`src/rtl/framer_pkg.sv`:
```
// ---------------------------------------------------------------------------
// framer_pkg
// Shared types and helpers for the packet framer.
//   state_e       : framer FSM state encoding
//   DEFAULT_SOF   : start-of-frame marker used when no override is given
//   build_header  : packs {SOF, PKT_LEN[7:0]} into the 16-bit header field
// ---------------------------------------------------------------------------
package framer_pkg;

    typedef enum logic [2:0] {
        IDLE,
        HDR,
        PAY,
        CHK,
        TAIL
    } state_e;

    localparam logic [7:0] DEFAULT_SOF = 8'hA5;

    // The header occupies the low 16 bits; the caller zero-extends to DW.
    function automatic logic [15:0] build_header(input logic [7:0]  sof,
                                                 input int unsigned pkt_len);
        logic [7:0] len8;
        len8 = pkt_len[7:0];
        return {sof, len8};
    endfunction

endpackage

```
`src/rtl/hs_out_reg.sv`:
```
// ---------------------------------------------------------------------------
// hs_out_reg
// Output register stage for a req/ack link. Holds data/valid stable until the
// consumer takes the word; a new word may be loaded in the same cycle the
// current one is taken.
// Ports:
//   clk, rst  : clock, synchronous active-high reset
//   load_i    : capture data_i and raise req_o (only when ready_o is high)
//   data_i    : word to be loaded
//   ack_i     : downstream accepts d_o this cycle
//   ready_o   : register is empty or being emptied this cycle
//   d_o,req_o : registered output word and its valid flag
// ---------------------------------------------------------------------------
module hs_out_reg #(
    parameter int DW = 16
) (
    input  logic          clk,
    input  logic          rst,
    input  logic          load_i,
    input  logic [DW-1:0] data_i,
    input  logic          ack_i,
    output logic          ready_o,
    output logic [DW-1:0] d_o,
    output logic          req_o
);

    logic [DW-1:0] d_q;
    logic          req_q;

    assign ready_o = ~req_q | ack_i;
    assign d_o     = d_q;
    assign req_o   = req_q;

    // NOTE: reset is synchronous, so it lives inside the clocked branch and
    // is not in the sensitivity list.
    always_ff @(posedge clk) begin
        if (rst) begin
            // NOTE: non-blocking assignments for all state so every flop
            // samples pre-edge values regardless of statement order.
            d_q   <= '0;
            req_q <= 1'b0;
        end else if (load_i) begin
            d_q   <= data_i;
            req_q <= 1'b1;
        end else if (req_q && ack_i) begin
            req_q <= 1'b0;
        end
    end

endmodule

```
`src/rtl/pkt_framer.sv`:
```
// ---------------------------------------------------------------------------
// pkt_framer
// Drains words from an upstream req/ack FIFO and emits frames of
// header, PKT_LEN payload words, checksum trailer on a req/ack output.
// Ports:
//   clk, rst : clock, synchronous active-high reset
//   d_in     : payload word from upstream
//   req_in   : upstream word valid
//   ack_in   : framer accepts d_in this cycle (combinational)
//   d_out    : framed output word (registered)
//   req_out  : d_out valid (registered)
//   ack_out  : downstream accepts d_out
//   pkt_cnt  : completed frames, wraps mod 2^16
//   busy     : FSM not idle
// ---------------------------------------------------------------------------
module pkt_framer
    import framer_pkg::*;
#(
    parameter int         DW      = 16,
    parameter int         PKT_LEN = 4,
    parameter logic [7:0] SOF     = DEFAULT_SOF
) (
    input  logic          clk,
    input  logic          rst,
    input  logic [DW-1:0] d_in,
    input  logic          req_in,
    output logic          ack_in,
    output logic [DW-1:0] d_out,
    output logic          req_out,
    input  logic          ack_out,
    output logic [15:0]   pkt_cnt,
    output logic          busy
);

    if (DW < 16 || PKT_LEN < 1 || PKT_LEN > 255) begin : g_param_check
        $error("pkt_framer: DW must be >= 16 and PKT_LEN in 1..255");
    end

    localparam logic [DW-1:0] HEADER   = DW'(build_header(SOF, PKT_LEN));
    localparam logic [7:0]    LAST_IDX = 8'(PKT_LEN - 1);

    state_e        state_q;
    logic [DW-1:0] sum_q;
    logic [7:0]    cnt_q;
    logic [15:0]   pkt_cnt_q;

    logic          out_ready;
    logic          hs_load;
    logic [DW-1:0] hs_data;
    logic          in_fire;
    logic          out_fire;

    // ack_out feeds ack_in combinationally so a word can stream through the
    // output register every cycle while downstream keeps ack_out high.
    assign ack_in   = (state_q == PAY) & out_ready;
    assign in_fire  = req_in & ack_in;
    assign out_fire = req_out & ack_out;
    assign busy     = (state_q != IDLE);
    assign pkt_cnt  = pkt_cnt_q;

    // What, if anything, is loaded into the output register this cycle.
    always_comb begin
        // NOTE: defaults first so every path assigns every signal and no
        // latch is inferred.
        hs_load = 1'b0;
        hs_data = '0;
        unique case (state_q)
            IDLE: begin
                hs_load = req_in;
                hs_data = HEADER;
            end
            PAY: begin
                hs_load = in_fire;
                hs_data = d_in;
            end
            CHK: begin
                // sum_q already includes the last payload word here.
                hs_load = out_ready;
                hs_data = sum_q;
            end
            default: ;
        endcase
    end

    always_ff @(posedge clk) begin
        if (rst) begin
            state_q   <= IDLE;
            sum_q     <= '0;
            cnt_q     <= '0;
            pkt_cnt_q <= '0;
        end else begin
            unique case (state_q)
                IDLE: begin
                    if (req_in) begin
                        sum_q   <= '0;
                        cnt_q   <= '0;
                        state_q <= HDR;
                    end
                end
                HDR: begin
                    if (out_fire) state_q <= PAY;
                end
                PAY: begin
                    if (in_fire) begin
                        sum_q <= sum_q + d_in;
                        cnt_q <= cnt_q + 8'd1;
                        if (cnt_q == LAST_IDX) state_q <= CHK;
                    end
                end
                CHK: begin
                    if (out_ready) state_q <= TAIL;
                end
                TAIL: begin
                    if (out_fire) begin
                        pkt_cnt_q <= pkt_cnt_q + 16'd1;
                        state_q   <= IDLE;
                    end
                end
                default: state_q <= IDLE;
            endcase
        end
    end

    hs_out_reg #(
        .DW(DW)
    ) u_out_reg (
        .clk    (clk),
        .rst    (rst),
        .load_i (hs_load),
        .data_i (hs_data),
        .ack_i  (ack_out),
        .ready_o(out_ready),
        .d_o    (d_out),
        .req_o  (req_out)
    );

endmodule

```
`config.mk`:
```
export PLATFORM = sky130hd
export DESIGN_NAME = pkt_framer
export DESIGN_NICKNAME = d
export VERILOG_FILES = /design/src/rtl/framer_pkg.sv /design/src/rtl/hs_out_reg.sv /design/src/rtl/pkt_framer.sv
export SDC_FILE = /design/constraint.sdc
export NUM_CORES = 1
export LEC_CHECK = 0
export BUFFER_PORTS_ARGS = -buffer_cell sky130_fd_sc_hd__buf_2
export CORE_MARGIN = 2
export CORE_UTILIZATION = 40
export DETAILED_ROUTE_END_ITERATION = 10
export HOLD_SLACK_MARGIN = 0.05
export PLACE_DENSITY = 0.7
export REMOVE_ABC_BUFFERS = 1
export SETUP_SLACK_MARGIN = 0.2
export SYNTH_ARGS = -nofsm -noshare
export SYNTH_HDL_FRONTEND = slang
export SYNTH_SLANG_ARGS = --single-unit
```
`constraint.sdc`:
```
create_clock -name clk -period 2 [get_ports clk]
set_input_delay 0.1 -clock clk [delete_from_list [all_inputs] [get_ports clk]]
set_output_delay 0.1 -clock clk [all_outputs]
set_load 0.01 [all_outputs]
```
==> results of run 1 <==
power groups by stage:
stage               logic, mW  clock network (mW)  registers, mW
detailed placement      0.685                   0           1.31
CTS                     0.708                1.27           1.28
floorplan               0.341                   0           1.36
global route            0.886                1.32           1.30
finish                  0.807                1.25           1.29
global placement        0.675                   0           1.30
cells in the mapped netlist, drive strengths merged, types with 2 or more instances:
master | count | area [um2]
nor2 | 64 | 250
dfxtp | 60 | 1200
a21oi | 38 | 194
xor2 | 22 | 193
nand2 | 21 | 78.8
nor3 | 18 | 90.1
ha | 17 | 213
clkbuf | 15 | 56.3
mux2i | 13 | 130
nand3 | 12 | 65.1
inv | 9 | 33.8
xnor2 | 9 | 78.8
a22o | 8 | 70.1
nand4 | 7 | 43.8
nand2b | 5 | 31.3
nor2b | 5 | 31.3
o21a | 5 | 37.5
a2111oi | 4 | 35.0
a21o | 4 | 30.0
a22oi | 4 | 30.0
and3 | 4 | 25.0
buf | 4 | 27.5
o21ai | 4 | 20.0
or3 | 4 | 25.0
a31oi | 3 | 18.8
and4 | 3 | 26.3
a2111o | 2 | 22.5
a211oi | 2 | 20.0
and2 | 2 | 12.5
nor3b | 2 | 15.0
nor4 | 2 | 27.5
o211ai | 2 | 15.0
o21bai | 2 | 15.0
what timing repair did:
| action | CTS | global route |
|---|---|---|
| buffers inserted | 3 | 8 |
| setup endpoints to repair | 20 | 32 |
| endpoints found under the hold margin | 0 | 0 |
| hold buffers | 0 | 0 |
| gates resized for setup | 25 | 39 |
| pin swaps | 11 | 21 |
cell type report:
type | count | area, um2
clock buffers | 9 | 124
clock inverters | 7 | 100
fillers | 748 | 3580
inverters | 9 | 33.8
multi-input cells | 300 | 2230
flip-flops and latches | 60 | 1210
well taps | 105 | 131
repair buffers | 106 | 683
metal layers:
layer,track usage (%),up-vias,routed length [um]
li1,-,1571,-
met1,23.8,1510,3760
met2,34.2,73,4370
met3,4.95,14,382
met4,7.25,0,150
met5,0,-,0
cell families (layout without fill, tap and decap cells):
logic type               after synthesis  count (layout)
AO/OA/AOI/OAI                         85              85
XOR/XNOR                              31              31
adder cells (fa/ha/maj)               18              18
buffers and inverters                 28             131
flip-flops                            60              60
multiplexers                          14              14
AND/OR/NAND/NOR                      152             152
layout by cell type (no fill, tap or decap), drive strengths merged, types with 3 or more instances in the layout:
cell type and instances:
and4 3, inv 10, nor2b 5, a21oi 38, nor2 64, nand2b 5
a22o 8, or3 4, xor2 22, ha 17, clkinv 4, nand4 7
nor3 18, o21a 5, a21o 4, nand2 21, dfxtp 60, and3 4
o21ai 4, a22oi 4, clkbuf 9, nand3 12, mux2i 13, a2111oi 4
xnor2 9, buf 106, a31oi 3
flip-flops by register name, summed over array words and instances, names as in the netlist:
signal,count
pkt_cnt,16
sum_q,16
u_out_reg.d_o,16
cnt_q,8
state_q,3
u_out_reg.req_o,1
worst max-delay path: stages (launching register included):
cell	delay (ns)
dfxtp_2	0.34
ha_4	0.16
inv_2	0.05
fa_2	0.20
nor2b_2	0.05
o211a_1	0.21
or3_1	0.33
a311oi_2	0.38
buf_4	0.19
xnor2_2	0.05
a22o_1	0.20
per-stage QoR:
step | utilization (%) | cell area [um2] | setup slack, ns
floorplan | - | 3200 | -0.335
global placement | 48.3 | 3910 | -0.178
detailed placement | 48.3 | 3910 | -0.205
CTS | 53.1 | 4300 | -0.166
global route | 55.8 | 4510 | -0.342
finish | 55.8 | 4510 | -0.250
final timing paths:
path	startpoint	end	slack [ns]
hold / removal	d_in[15]	sum_q[15]	0.12
setup / recovery	sum_q[0]	sum_q[12]	-0.25
hold reg to reg	u_out_reg.d_o[2]	u_out_reg.d_o[2]	0.48
setup reg to reg	sum_q[0]	sum_q[12]	-0.25
==> results by group, run 1 <==
Hold path
  – Hold WC Path Type: in -> reg
  – Hold path depth: 3

Clock tree
  – Latest clock arrival within the worst-skew pair: about 0.35 ns
  – Root Buffer: clkbuf_8
  – Bufs on Longest Clock Path: 2
  – CTS H-tree lvls: 3
  – Clock transition at the registers of the reported paths: 0.07 ns
  – CTS tree: yes
  – TritonCTS Buffers: 9
  – Clock sinks: 60

Global route
  – Initial antenna violation count: 0
  – Overall global routing resource usage: 19.9%
  – First-pass GRT wire length: roughly 14000 um
  – Gr ovfl total: 0
  – Largest net degree at the start of global routing: 27
  – Vias in the first global route: about 3100

Power and ir drop
  – Psw: roughly 1.0 mW
  – Leakage Power: around 2.0 nW
  – Gate power share: 24.1%
  – Clk pwr share: a little under two fifths
  – PwrDens: ~740 mW/mm2
  – P_int: approximately 2.3 mW
  – Reg power frac: between 30 and 40%
  – PnR Total Power: 3.35 mW
  – Sw Share: 30.9%
  – Peak supply drop: roughly 0.34 mV

Critical path
  – Crit Path Max Fanout: 2
  – Kind of critical path: reg -> reg
  – Setup crit end kind: flop
  – Required @ worst endpoint: approximately 2.2 ns
  – Critical path arrival: ~2.5 ns
  – Startpoint Class: flop
  – Reg2reg path depth: 10

Routing
  – 1st-iter DRT viols: 118
  – Post-Route WL: roughly 8700 um
  – Remaining antenna violation count after routing: 0
  – First-pass iteration count of the detailed router: 4
  – DRC viols: 0
  – Vias: between 3000 and 4000
  – Via density: 5.32
  – WL/cell: 14.5 um

Final layout
  – Non-Filler Instances: between 500 and 600
  – Diode count: 0
  – Nets: about 520
  – Area Overhead vs Synth: 37.3%
  – Share of post-route cells with drive strength above 1: about 36%

Timing
  – Worst slew margin: between 50% and 60%
  – Hold Fails Final Rpt: 0
  – Max Slew Vio Count: 0
  – Setup TNS: -0.749 ns
  – Worst hold slack: 0.119 ns
  – Setup ws final: -0.250 ns
  – Final setup vio count: 6
  – Final period util: 113%
  – Worst Skew: just under 0.009 ns
  – Max Freq: between 0.4 and 0.5 GHz
  – Worst slew pin tran: ~0.7 ns
  – Final min period: around 2.3 ns
  – RSZ-0062 raised after global routing: true

Outcome
  – Status: finished, violations left
  – Failing checks: negative setup slack

Yosys
  – Synth Flop Type: dfxtp_1
  – Post-synth EDFFs: 0
  – Synth Cell Area: 0.00329 mm2
  – Asr flop ratio synth: 0%
  – Multiplexer area fraction after synthesis: between 4 and 5%
  – Synth Area in Simple Gates: 22.7%
  – Post-Synth XOR/XNOR Area: ~8.3%
  – Adder-cell share of the synthesized area: a little over 7%
  – Yosys reg bits: 60
  – Synth Area in Compound Gates: about 18%
  – Synth warn: 0
  – Syn_area_per_cell: about 8.5 um2
  – Largest family of logic cells by synthesized area: simple AND/OR/NAND/NOR gates
  – Yosys cell types: between 50 and 60
  – Sequential fraction of the synthesis area: 36.5%
  – Synthesized instance count: around 390

Floorplanning
  – Die area: 0.00896 mm2
  – Std-Cell Rows: 33
  – Die Y: around 95 um
  – Die width: 94.7 um
  – CORE AREA: a little over 0.008 mm2
  – I/O pin cnt: between 50 and 60
  – Starting density of the core: roughly two fifths

Placement
  – DP HPWL: around 5800 um
  – PortBufs: 54
  – GPL Wtd Cong: a little under 0.9
  – Inst Count DP: roughly 570

Flow run
  – Max-Cap Viols: 0
(Power assumes the default switching activity.)
==> inputs of run 2 (changes only) <==
--- a/config.mk
+++ b/config.mk
@@ -15,4 +15,5 @@
 export SETUP_SLACK_MARGIN = 0.2
 export SYNTH_ARGS = -nofsm -noshare
 export SYNTH_HDL_FRONTEND = slang
+export SYNTH_HIERARCHICAL = 1
 export SYNTH_SLANG_ARGS = --single-unit
==> results by group, run 2 <==
Yosys
  – Synth top area cells: dfxtp_1 (35%), mux2i_1 (8.8%), nor2_1 (7.6%)
  – Sequential fraction of the synthesis area: 35.2% (-1.3 points)
  – Synth warn: 6 (+6)
  – Synth top cells by count: nor2_1 (69), dfxtp_1 (60), mux2i_1 (30), a21oi_1 (26), nand2_1 (26)
  – Post-synth EDFFs: 0 (unchanged)
  – Syn_area_per_cell: 8.46 um2 (-0.17%)
  – Synthesized instance count: 403 (+3.9%)
  – Synth Cell Area: 0.00341 mm2 (+3.7%)
  – Synth area leader: dfxtp_1
  – Yosys reg bits: 60 (unchanged)
  – Synth Flop Type: dfxtp_1
  – Most common cell in the synthesized netlist: nor2_1
  – Asr flop ratio synth: 0% (unchanged)
  – Yosys cell types: 54 (-1.8%)
  – Synth top area share: 35.2% (-1.3 points)

Timing
  – Final min period: 2.02 ns (-0.235 ns)
  – Setup ws final: -0.0150 ns (+0.235 ns)
  – Setup TNS: -0.0150 ns (+0.734 ns)
  – Worst slew pin tran: 0.605 ns (-0.112 ns)
  – Final setup vio count: 1 (-5)
  – Worst Skew: 0.00756 ns (-0.00119 ns)
  – Worst slew margin: 59.6% (+7.6 points)
  – Final period util: 101% (-12 points)
  – RSZ-0062 raised after global routing: true
  – Max Freq: 0.496 GHz (+12%)
  – Max Slew Vio Count: 0 (unchanged)
  – Hold Fails Final Rpt: 0 (unchanged)

Clock tree
  – Root Buffer: clkbuf_8
  – CTS tree: yes
  – CTS H-tree lvls: 3 (unchanged)
  – Bufs on Longest Clock Path: 2 (unchanged)
  – Clock transition at the registers of the reported paths: 0.07 ns (about the same)
  – TritonCTS Buffers: 9 (unchanged)
  – Clock sinks: 60 (unchanged)
  – # hold bufs at CTS: 0 (unchanged)
  – Latest clock arrival within the worst-skew pair: 0.34 ns (about the same)

Power and ir drop
  – PwrDens: 628 mW/mm2 (-16%)
  – P_int: 2.10 mW (-9.4%)
  – Psw: 0.731 mW (-29%)
  – Leakage Power: 1.94 nW (-1.0%)
  – Clk pwr share: 43.9% (+6.5 points)
  – Sw Share: 25.8% (-5.1 points)
  – Gate power share: 12.9% (-11 points)
  – Peak supply drop: 0.315 mV (-7.9%)
  – Reg power frac: 43.2% (+4.6 points)

Global route
  – Gr ovfl total: 0 (unchanged)
  – First-pass GRT wire length: 13800 um (-2.1%)
  – Vias in the first global route: 2938 (-4.9%)
  – Largest net degree at the start of global routing: 30 (+11%)
  – Overall global routing resource usage: 19.1% (-0.75 points)
  – Initial antenna violation count: 0 (unchanged)

Final layout
  – Most frequent cells in the layout: nor2_1 (68), buf_2 (54), dfxtp_1 (50)
  – Nets: 521 (-0.57%)
  – Diode count: 0 (unchanged)
  – Share of post-route cells with drive strength above 1: 32.2% (-4.1 points)
  – Area Overhead vs Synth: 32.3%
  – Utilization after layout: 54.6% (-1.2 points)
  – Non-Filler Instances: 593 (-0.50%)
  – Most common cell after layout, fill and taps aside: nor2_1
  – Fin area: 0.00451 mm2 (about the same)

Routing
  – First-pass iteration count of the detailed router: 5 (+1)
  – Post-Route WL: 8980 um (+3.7%)
  – WL/cell: 15.1 um (+4.2%)
  – Remaining antenna violation count after routing: 0 (unchanged)
  – 1st-iter DRT viols: 140 (+19%)
  – Via density: 5.28 (-0.67%)
  – DRC viols: 0 (unchanged)
  – Vias: 3131 (-1.2%)

Critical path
  – Kind of critical path: reg -> reg
  – Startpoint Class: flop
  – Slowest cell on crit path: dfxtp_2
  – Required @ worst endpoint: 2.22 ns (-0.02 ns)
  – Worst path max stage delay: 0.34 ns (-0.04 ns)
  – Reg2reg path depth: 7 (-3)
  – CP startpoint: sum_q[4]
  – Critical path arrival: 2.23 ns (-0.26 ns)
  – Worst r2r src: sum_q[4]
  – Cell breakdown of the critical path: ha_4 -> and3_1 -> a211o_1 -> a41oi_4 -> o211a_1 -> a2111oi_2 -> o31ai_1
  – Crit Path Max Fanout: 5 (+3)
  – Setup crit end kind: flop

Floorplanning
  – I/O pin cnt: 55 (unchanged)
  – Die area: 0.00927 mm2 (+3.5%)
  – Die width: 96.3 um (+1.7%)
  – CORE AREA: 0.00826 mm2 (+2.0%)
  – Starting density of the core: 41.3% (+0.66 points)
  – Die Y: 96.3 um (+1.7%)
  – Std-Cell Rows: 33 (unchanged)

Placement
  – GPL Wtd Cong: 0.876 (-0.84%)
  – Placement Setup Slack: -0.161 ns (+0.0439 ns)
  – DP HPWL: 5850 um (+0.54%)
  – Post-DP Area: 0.00391 mm2 (about the same)
  – Inst Count DP: 569 (unchanged)
  – PortBufs: 54 (unchanged)

Hold path
  – Hold_sp: d_in[15]
  – Hold WC Path Type: in -> reg
  – Hold path depth: 3 (unchanged)

Outcome
  – Status: finished, violations left
  – Failing checks: negative setup slack

Flow run
  – Max-Cap Viols: 0 (unchanged)
## run 2: changes by cell type after synthesis, moves of 4 or more
cell       previous run  this run
o21a_1                5         1
nor3_1               18         9
inv_1                 9        16
and3_1                4         8
a21oi_1              37        26
a22o_1                8         0
a2111oi_0             4         0
nand2_1              21        26
o21ai_0               3        13
nor2_1               62        69
mux2i_1              13        30
## run 2: logic make-up (layout without fill, tap and decap cells)
kind of cell,after synthesis,after routing,synth area share [%]
flops,60,60,35.2
fa+ha+maj,18,18,6.83
simple gates,153,153,21.8
compound gates,77,77,15.0
buf+inv,36,121,4.88
xor+xnor,29,29,7.45
mux,30,30,8.81
## run 2: metal layers
layer	up-vias	global-route usage, %	share of wire (%)
met5	-	0	0
met4	0	6.10	0.98
met3	8	4.39	3.7
met2	51	31.4	51
met1	1493	24.8	44
li1	1579	-	-
## run 2: final timing paths
check / to / slack, ns
max reg2reg: sum_q[15] / -0.02
min reg2reg: sum_q[13] / 0.48
min: sum_q[15] / 0.09
max: sum_q[15] / -0.02
## run 2: area by class of cell
cell class | instances | area (um2)
fill | 730 | 3750
multi-input combinational | 307 | 2320
sequential | 60 | 1220
timing repair buffer | 89 | 559
clock buffer | 10 | 138
tap | 105 | 131
clock inverter | 6 | 86.3
inverter | 16 | 60.1
## run 2: timing repair
item | CTS | global route
endpoints found under the setup margin | 13 | 38
setup buffers | 2 | 6
pin swaps | 18 | 20
gates resized for setup | 35 | 32
## run 2: power groups by stage
stage               Clock (mW)  Combinational, mW  Sequential, mW
floorplan                    0              0.175            1.27
global placement             0              0.319            1.25
detailed placement           0              0.325            1.25
CTS                       1.26              0.346            1.22
global route              1.31              0.397            1.23
finish                    1.24              0.364            1.22
## run 2: stage by stage
stage               power, mW  hold slack (ns)
floorplan                1.45            0.165
global placement         1.57            0.431
detailed placement       1.58            0.449
CTS                      2.82           0.0852
global route             2.94           0.0870
finish                   2.83           0.0938
## run 2: critical path: cells and delay by family (launching register included)
family / cells / cell delay, ns
AOI/OAI and AO/OA: 5 / 1.08
DFF: 1 / 0.34
adders and majority gates: 1 / 0.29
and+or+nand+nor: 1 / 0.18
